### src/rtl/chan_err_pkg.sv
`default_nettype none
// ============================================================================
//  Module      : chan_err_pkg
//  Description : Shared types, constants and helpers for the channel error
//                injector (state encoding, LFSR taps, default seed, popcount).
//  Revision    : 1.0  initial release
// ============================================================================
package chan_err_pkg;

    // Injection FSM states
    typedef enum logic [0:0] {
        ST_IDLE  = 1'b0,
        ST_BURST = 1'b1
    } state_e;

    // Galois feedback taps applied when the bit shifted out is 1
    localparam logic [31:0] LFSR_TAPS    = 32'h8020_0003;
    localparam logic [31:0] DEFAULT_SEED = 32'hACE1_2B8D;

    // Number of set bits in a 2-bit error mask
    function automatic logic [1:0] popcount2(input logic [1:0] v);
        return {1'b0, v[0]} + {1'b0, v[1]};
    endfunction

endpackage
`default_nettype wire

### src/rtl/chan_lfsr.sv
`default_nettype none
// ============================================================================
//  Module      : chan_lfsr
//  Description : 32-bit right-shifting Galois LFSR. Advances one step in each
//                cycle where advance=1, reloads seed on reset.
//  Revision    : 1.0  initial release
// ============================================================================
module chan_lfsr
    import chan_err_pkg::*;
(
    input  logic        clk,
    input  logic        rst,
    input  logic        advance,
    input  logic [31:0] seed,
    output logic [31:0] state
);

    logic [31:0] state_d;
    logic [31:0] state_q;

    // Next state: shift right, fold taps back in when a 1 leaves bit 0
    always_comb begin
        state_d = state_q;
        if (advance) begin
            state_d = {1'b0, state_q[31:1]} ^ (state_q[0] ? LFSR_TAPS : 32'h0);
        end
    end

    // State register, reloaded with the seed on reset
    always_ff @(posedge clk) begin
        if (rst) begin
            state_q <= seed;
        end else begin
            state_q <= state_d;
        end
    end

    assign state = state_q;

endmodule
`default_nettype wire

### src/rtl/chan_err_inj.sv
`default_nettype none
// ============================================================================
//  Module      : chan_err_inj
//  Description : Registered channel model between convolutional encoder and
//                Viterbi decoder. Corrupts bursts of BURST_LEN valid symbols
//                with an XOR mask on a pseudo-random trigger and keeps
//                saturating symbol / flipped-bit statistics.
//                Define CHAN_ERR_STATS_EN to build the statistics counters;
//                without it the counter outputs are tied to zero.
//  Revision    : 1.0  initial release
// ============================================================================
module chan_err_inj
    import chan_err_pkg::*;
#(
    parameter int          N         = 5,
    parameter int          BURST_LEN = 2,
    parameter logic [31:0] SEED      = DEFAULT_SEED,
    parameter int          CNT_W     = 16
) (
    input  logic             clk,
    input  logic             rst,
    input  logic             enable_i,
    input  logic [1:0]       d_in,
    input  logic             inj_en,
    input  logic             clr_stats,
    output logic             valid_o,
    output logic [1:0]       d_out,
    output logic             err_o,
    output logic [CNT_W-1:0] sym_ct_o,
    output logic [CNT_W-1:0] bad_bit_ct_o
);

    // Trigger fires when the low N LFSR bits reach 2^N-2 or above
    localparam logic [31:0] TRIG_MASK  = (32'd1 << N) - 32'd1;
    localparam logic [31:0] TRIG_THR   = (32'd1 << N) - 32'd2;
    localparam logic [3:0]  BURST_REM  = 4'(BURST_LEN - 1);
    localparam bit          MULTI_SYM  = (BURST_LEN > 1);

    logic [31:0] lfsr_state;
    logic        trigger;
    logic [1:0]  event_mask;
    logic [1:0]  applied_mask;

    state_e      state_d,  state_q;
    logic [3:0]  rem_d,    rem_q;
    logic [1:0]  mask_d,   mask_q;
    logic        valid_d,  valid_q;
    logic [1:0]  dout_d,   dout_q;
    logic        err_d,    err_q;

    // The LFSR only moves on valid symbols so that the error pattern is
    // tied to the symbol stream rather than to idle gaps.
    chan_lfsr u_lfsr (
        .clk     (clk),
        .rst     (rst),
        .advance (enable_i),
        .seed    (SEED),
        .state   (lfsr_state)
    );

    // Trigger and mask are taken from the pre-advance LFSR value; an all-zero
    // mask is promoted to 2'b11 so every event flips at least one bit.
    always_comb begin
        trigger    = ((lfsr_state & TRIG_MASK) >= TRIG_THR);
        event_mask = (lfsr_state[29:28] == 2'b00) ? 2'b11 : lfsr_state[29:28];
    end

    // Injection FSM: next state, remaining count, latched mask, applied mask
    always_comb begin
        state_d      = state_q;
        rem_d        = rem_q;
        mask_d       = mask_q;
        applied_mask = 2'b00;
        case (state_q)
            ST_IDLE: begin
                if (enable_i && inj_en && trigger) begin
                    applied_mask = event_mask;
                    mask_d       = event_mask;
                    if (MULTI_SYM) begin
                        rem_d   = BURST_REM;
                        state_d = ST_BURST;
                    end
                end
            end
            ST_BURST: begin
                if (!inj_en) begin
                    // Abort: current symbol (if any) passes clean
                    state_d = ST_IDLE;
                    rem_d   = 4'd0;
                end else if (enable_i) begin
                    applied_mask = mask_q;
                    rem_d        = rem_q - 4'd1;
                    if (rem_q == 4'd1) begin
                        state_d = ST_IDLE;
                    end
                end
            end
            default: begin
                state_d = ST_IDLE;
                rem_d   = 4'd0;
            end
        endcase
    end

    // Output stage: outputs are zero whenever no valid symbol is present
    always_comb begin
        valid_d = enable_i;
        dout_d  = enable_i ? (d_in ^ applied_mask) : 2'b00;
        err_d   = enable_i && (applied_mask != 2'b00);
    end

    // FSM and output registers
    always_ff @(posedge clk) begin
        if (rst) begin
            state_q <= ST_IDLE;
            rem_q   <= 4'd0;
            mask_q  <= 2'b00;
            valid_q <= 1'b0;
            dout_q  <= 2'b00;
            err_q   <= 1'b0;
        end else begin
            state_q <= state_d;
            rem_q   <= rem_d;
            mask_q  <= mask_d;
            valid_q <= valid_d;
            dout_q  <= dout_d;
            err_q   <= err_d;
        end
    end

    assign valid_o = valid_q;
    assign d_out   = dout_q;
    assign err_o   = err_q;

`ifdef CHAN_ERR_STATS_EN
    logic [CNT_W-1:0] sym_ct_d, sym_ct_q;
    logic [CNT_W-1:0] bad_ct_d, bad_ct_q;
    logic [CNT_W:0]   sym_sum;
    logic [CNT_W:0]   bad_sum;

    // Saturating counters: add one bit wide, clamp on carry-out; clear wins
    always_comb begin
        sym_sum  = {1'b0, sym_ct_q} + (CNT_W+1)'(enable_i);
        bad_sum  = {1'b0, bad_ct_q} + (CNT_W+1)'(popcount2(applied_mask));
        sym_ct_d = sym_sum[CNT_W] ? {CNT_W{1'b1}} : sym_sum[CNT_W-1:0];
        bad_ct_d = bad_sum[CNT_W] ? {CNT_W{1'b1}} : bad_sum[CNT_W-1:0];
        if (clr_stats) begin
            sym_ct_d = '0;
            bad_ct_d = '0;
        end
    end

    // Statistics registers, updated on the same edge as the output symbol
    always_ff @(posedge clk) begin
        if (rst) begin
            sym_ct_q <= '0;
            bad_ct_q <= '0;
        end else begin
            sym_ct_q <= sym_ct_d;
            bad_ct_q <= bad_ct_d;
        end
    end

    assign sym_ct_o     = sym_ct_q;
    assign bad_bit_ct_o = bad_ct_q;
`else
    logic unused_clr_stats;

    assign unused_clr_stats = clr_stats;
    assign sym_ct_o         = '0;
    assign bad_bit_ct_o     = '0;
`endif

endmodule
`default_nettype wire

### config.mk
export PLATFORM = sky130hd
export DESIGN_NAME = chan_err_inj
export DESIGN_NICKNAME = d
export VERILOG_FILES = /design/src/rtl/chan_err_pkg.sv /design/src/rtl/chan_lfsr.sv /design/src/rtl/chan_err_inj.sv
export SDC_FILE = /design/constraint.sdc
export NUM_CORES = 1
export LEC_CHECK = 0
export CAP_MARGIN = 20
export CORE_MARGIN = 2
export CORE_UTILIZATION = 50
export DETAILED_ROUTE_END_ITERATION = 7
export PLACE_DENSITY = 0.9
export SYNTH_ARGS = -nofsm -noshare
export SYNTH_HDL_FRONTEND = slang
export SYNTH_SLANG_ARGS = --single-unit
### constraint.sdc
create_clock -name clk -period 1.8 [get_ports clk]
set_input_delay 0.36 -clock clk [delete_from_list [all_inputs] [get_ports clk]]
set_output_delay 0.36 -clock clk [all_outputs]
set_load 0.02 [all_outputs]
==> flow_metrics.tcl <==
set metrics [dict create \
    startpoint_type "flop" \
    grt_pass1_vias 1086 \
    fin_ws_ns 0.2287 \
    grt_max_degree 53 \
    synth_edf_count 0 \
    avgSynthCellArea_um2 9.686 \
    yosysUniqueCellTypes 37 \
    grt_use_total_pct 13.91 \
    coreArea_um2 3943 \
    n_antenna_cell 0 \
    grt_pass1_wl_mm 4.560 \
    clk_latency_ns 0.30 \
    cp.arrival_ns 1.21 \
    synth_top_area_share_pct 42.52 \
    syn-cell-area_um2 2024 \
    async_reset_ff_share_pct 0 \
    synth.top_cells.by_count "43 x dfxtp_1, 35 x buf_4, 22 x nor2_1" \
    vias_per_cell 4.750 \
    worstPathRequired_ns 1.44 \
    drc_errors 0 \
    drtPass1Iterations 4 \
    nets 227 \
    cts-root-buf "clkbuf_8" \
    worst_clock_skew_ns 0.007743 \
    yosysMostFrequentCell "dfxtp_1" \
    wl_per_cell_um 10.35 \
    postCtsSetupRepairBufs 0 \
    cts_max_level 2 \
    ys_seq_area_share_pct 42.52 \
    hold_path.class "reg2reg" \
    cpMaxStageDelayCell "clkdlybuf4s50_1" \
    wl_mm 2.773 \
    die_area_um2 4574 \
    yosysWarningCount 0 \
    whs_ns 0.4626 \
    path_cells "clkdlybuf4s50_1" \
    powerDensity_nw_per_um2 981.6 \
    syn_inst 209 \
    numPortBuffers 9 \
    syn2layout_area_growth_pct 7.046 \
    die-width_um 67.63 \
    yosysTopAreaCell "dfxtp_1" \
    cap_violations 0 \
    io_pins 43 \
    max_freq_ghz 0.6364 \
    critical_path.top_delay_family "buffers and inverters" \
    synth_seq_cells 43 \
    crit_buf_inv 1 \
    numCtsBuffers 5 \
    path_max_fanout 1 \
    drt_first_iter_violations 76 \
    vdd_drop_max_uv 464.4 \
    path_class "reg2out" \
    ant_nets 0 \
    status "finished, final reports clean" \
    leakage_uw 0.0009546 \
    min_period_ns 1.571 \
    gp_congestion 0.8064 \
    fin_crit_sh_pct 87.29 \
    hpwl_mm 1.887 \
    cts_resized 0 \
    die_h_um 67.63 \
    setup_viol 0 \
    pre_cts_ws_ns 0.1630 \
    layout-drive-gt1-share_pct 9.174 \
    start_util_pct 51.35 \
    rsz0062_at_grt "no" \
    hold_viol 0 \
    cts.sinks 43 \
    max_stage_delay_ns 0.59 \
    cts_tree "done" \
    antenna_found_initial 0 \
    rows 23 \
    synth_flop_cell "dfxtp_1" \
    overflow 0 \
    clk_pin_slew_ns 0.08 \
    critPathCaptureType "output pin" \
    synth_area_leaders "dfxtp_1 43%, buf_4 13%, mux2i_1 8.4%, a211o_1 6.1%, nor2b_1 4.3%" \
    cts_hold_buf 0 \
    cts_max_path_buffers 2 \
    setup-tns-final_ns 0 \
    num_vias 1273 \
    drv_slew 0 \
]
==> cells in the final DEF (no fill, tap or decap), drive strengths merged, types with 2 or more instances in the layout <==
| cell type | n |
|---|---|
| a41oi | 2 |
| dfxtp | 43 |
| a211o | 14 |
| clkbuf | 6 |
| a211oi | 2 |
| xnor2 | 2 |
| and3 | 2 |
| xor2 | 2 |
| ha | 3 |
| nor2 | 22 |
| nor2b | 14 |
| nor3 | 2 |
| clkdlybuf4s50 | 8 |
| nor3b | 2 |
| mux2i | 17 |
| o21ai | 5 |
| inv | 5 |
| nand2 | 5 |
| bufinv | 2 |
| conb | 32 |
| a21oi | 7 |
| buf | 6 |
| nand2b | 6 |
==> path summary, 6_finish.rpt <==
kind | start | to | slack [ns] | cells after the start
max | err_o | err_o | 0.23 | 1
min | u_lfsr.state[23] | u_lfsr.state[22] | 0.46 | 1
min reg2reg | u_lfsr.state[23] | u_lfsr.state[22] | 0.46 | 1
max reg2reg | u_lfsr.state[0] | d_out[0] | 0.26 | 6
==> state kept, by name (all words and copies together) (netlist names) <==
name and count:
err_o 1, d_out 2, u_lfsr.state 32, state_q 1, rem_q 4, valid_o 1
mask_q 2
==> layer usage <==
layer	track usage (%)	share of wire (%)	up-vias
met4	6.888	1.8	0
li1	-	-	652
met2	23.04	46	41
met1	14.49	45	574
met3	7.000	6.9	6
met5	0	0	-
==> where the power goes <==
group	internal (µW)	total (µW)	switching, µW
clock network	554	868	314
registers	1000	1030	27.9
logic	88.9	228	139
total	1650	2130	481
==> area by class of cell <==
| type | count | area [µm²] |
|---|---|---|
| Clock inverter | 2 | 60.06 |
| Tap cell | 50 | 62.56 |
| Fill cell | 344 | 1775 |
| Inverter | 5 | 18.77 |
| Sequential cell | 43 | 860.8 |
| Multi-Input combinational cell | 148 | 944.7 |
| Clock buffer | 6 | 72.57 |
| Timing Repair Buffer | 14 | 147.6 |
==> cell families after synthesis <==
kind of cell / after synthesis / share of synthesized area (%)
adder cells (fa/ha/maj): 3 / 1.854
XOR/XNOR: 4 / 1.731
AO/OA/AOI/OAI: 34 / 13.35
buffers and inverters: 49 / 16.56
AND/OR/NAND/NOR: 58 / 15.39
multiplexers: 17 / 8.405
other: 1 / 0.1852
flip-flops: 43 / 42.52
==> stage by stage <==
| stage | total power (µW) | instances | area [µm²] | util, % |
|---|---|---|---|---|
| after floorplan | 1291 | 240 | 2141 | - |
| after global placement | 1275 | 260 | 2034 | 51.60 |
| after detailed placement | 1281 | 260 | 2034 | 51.60 |
| after CTS | 2151 | 268 | 2167 | 54.97 |
| after global routing | 2235 | 268 | 2167 | 54.97 |
| final | 2127 | 268 | 2167 | 54.97 |
Power figures use the tool's default switching activity.
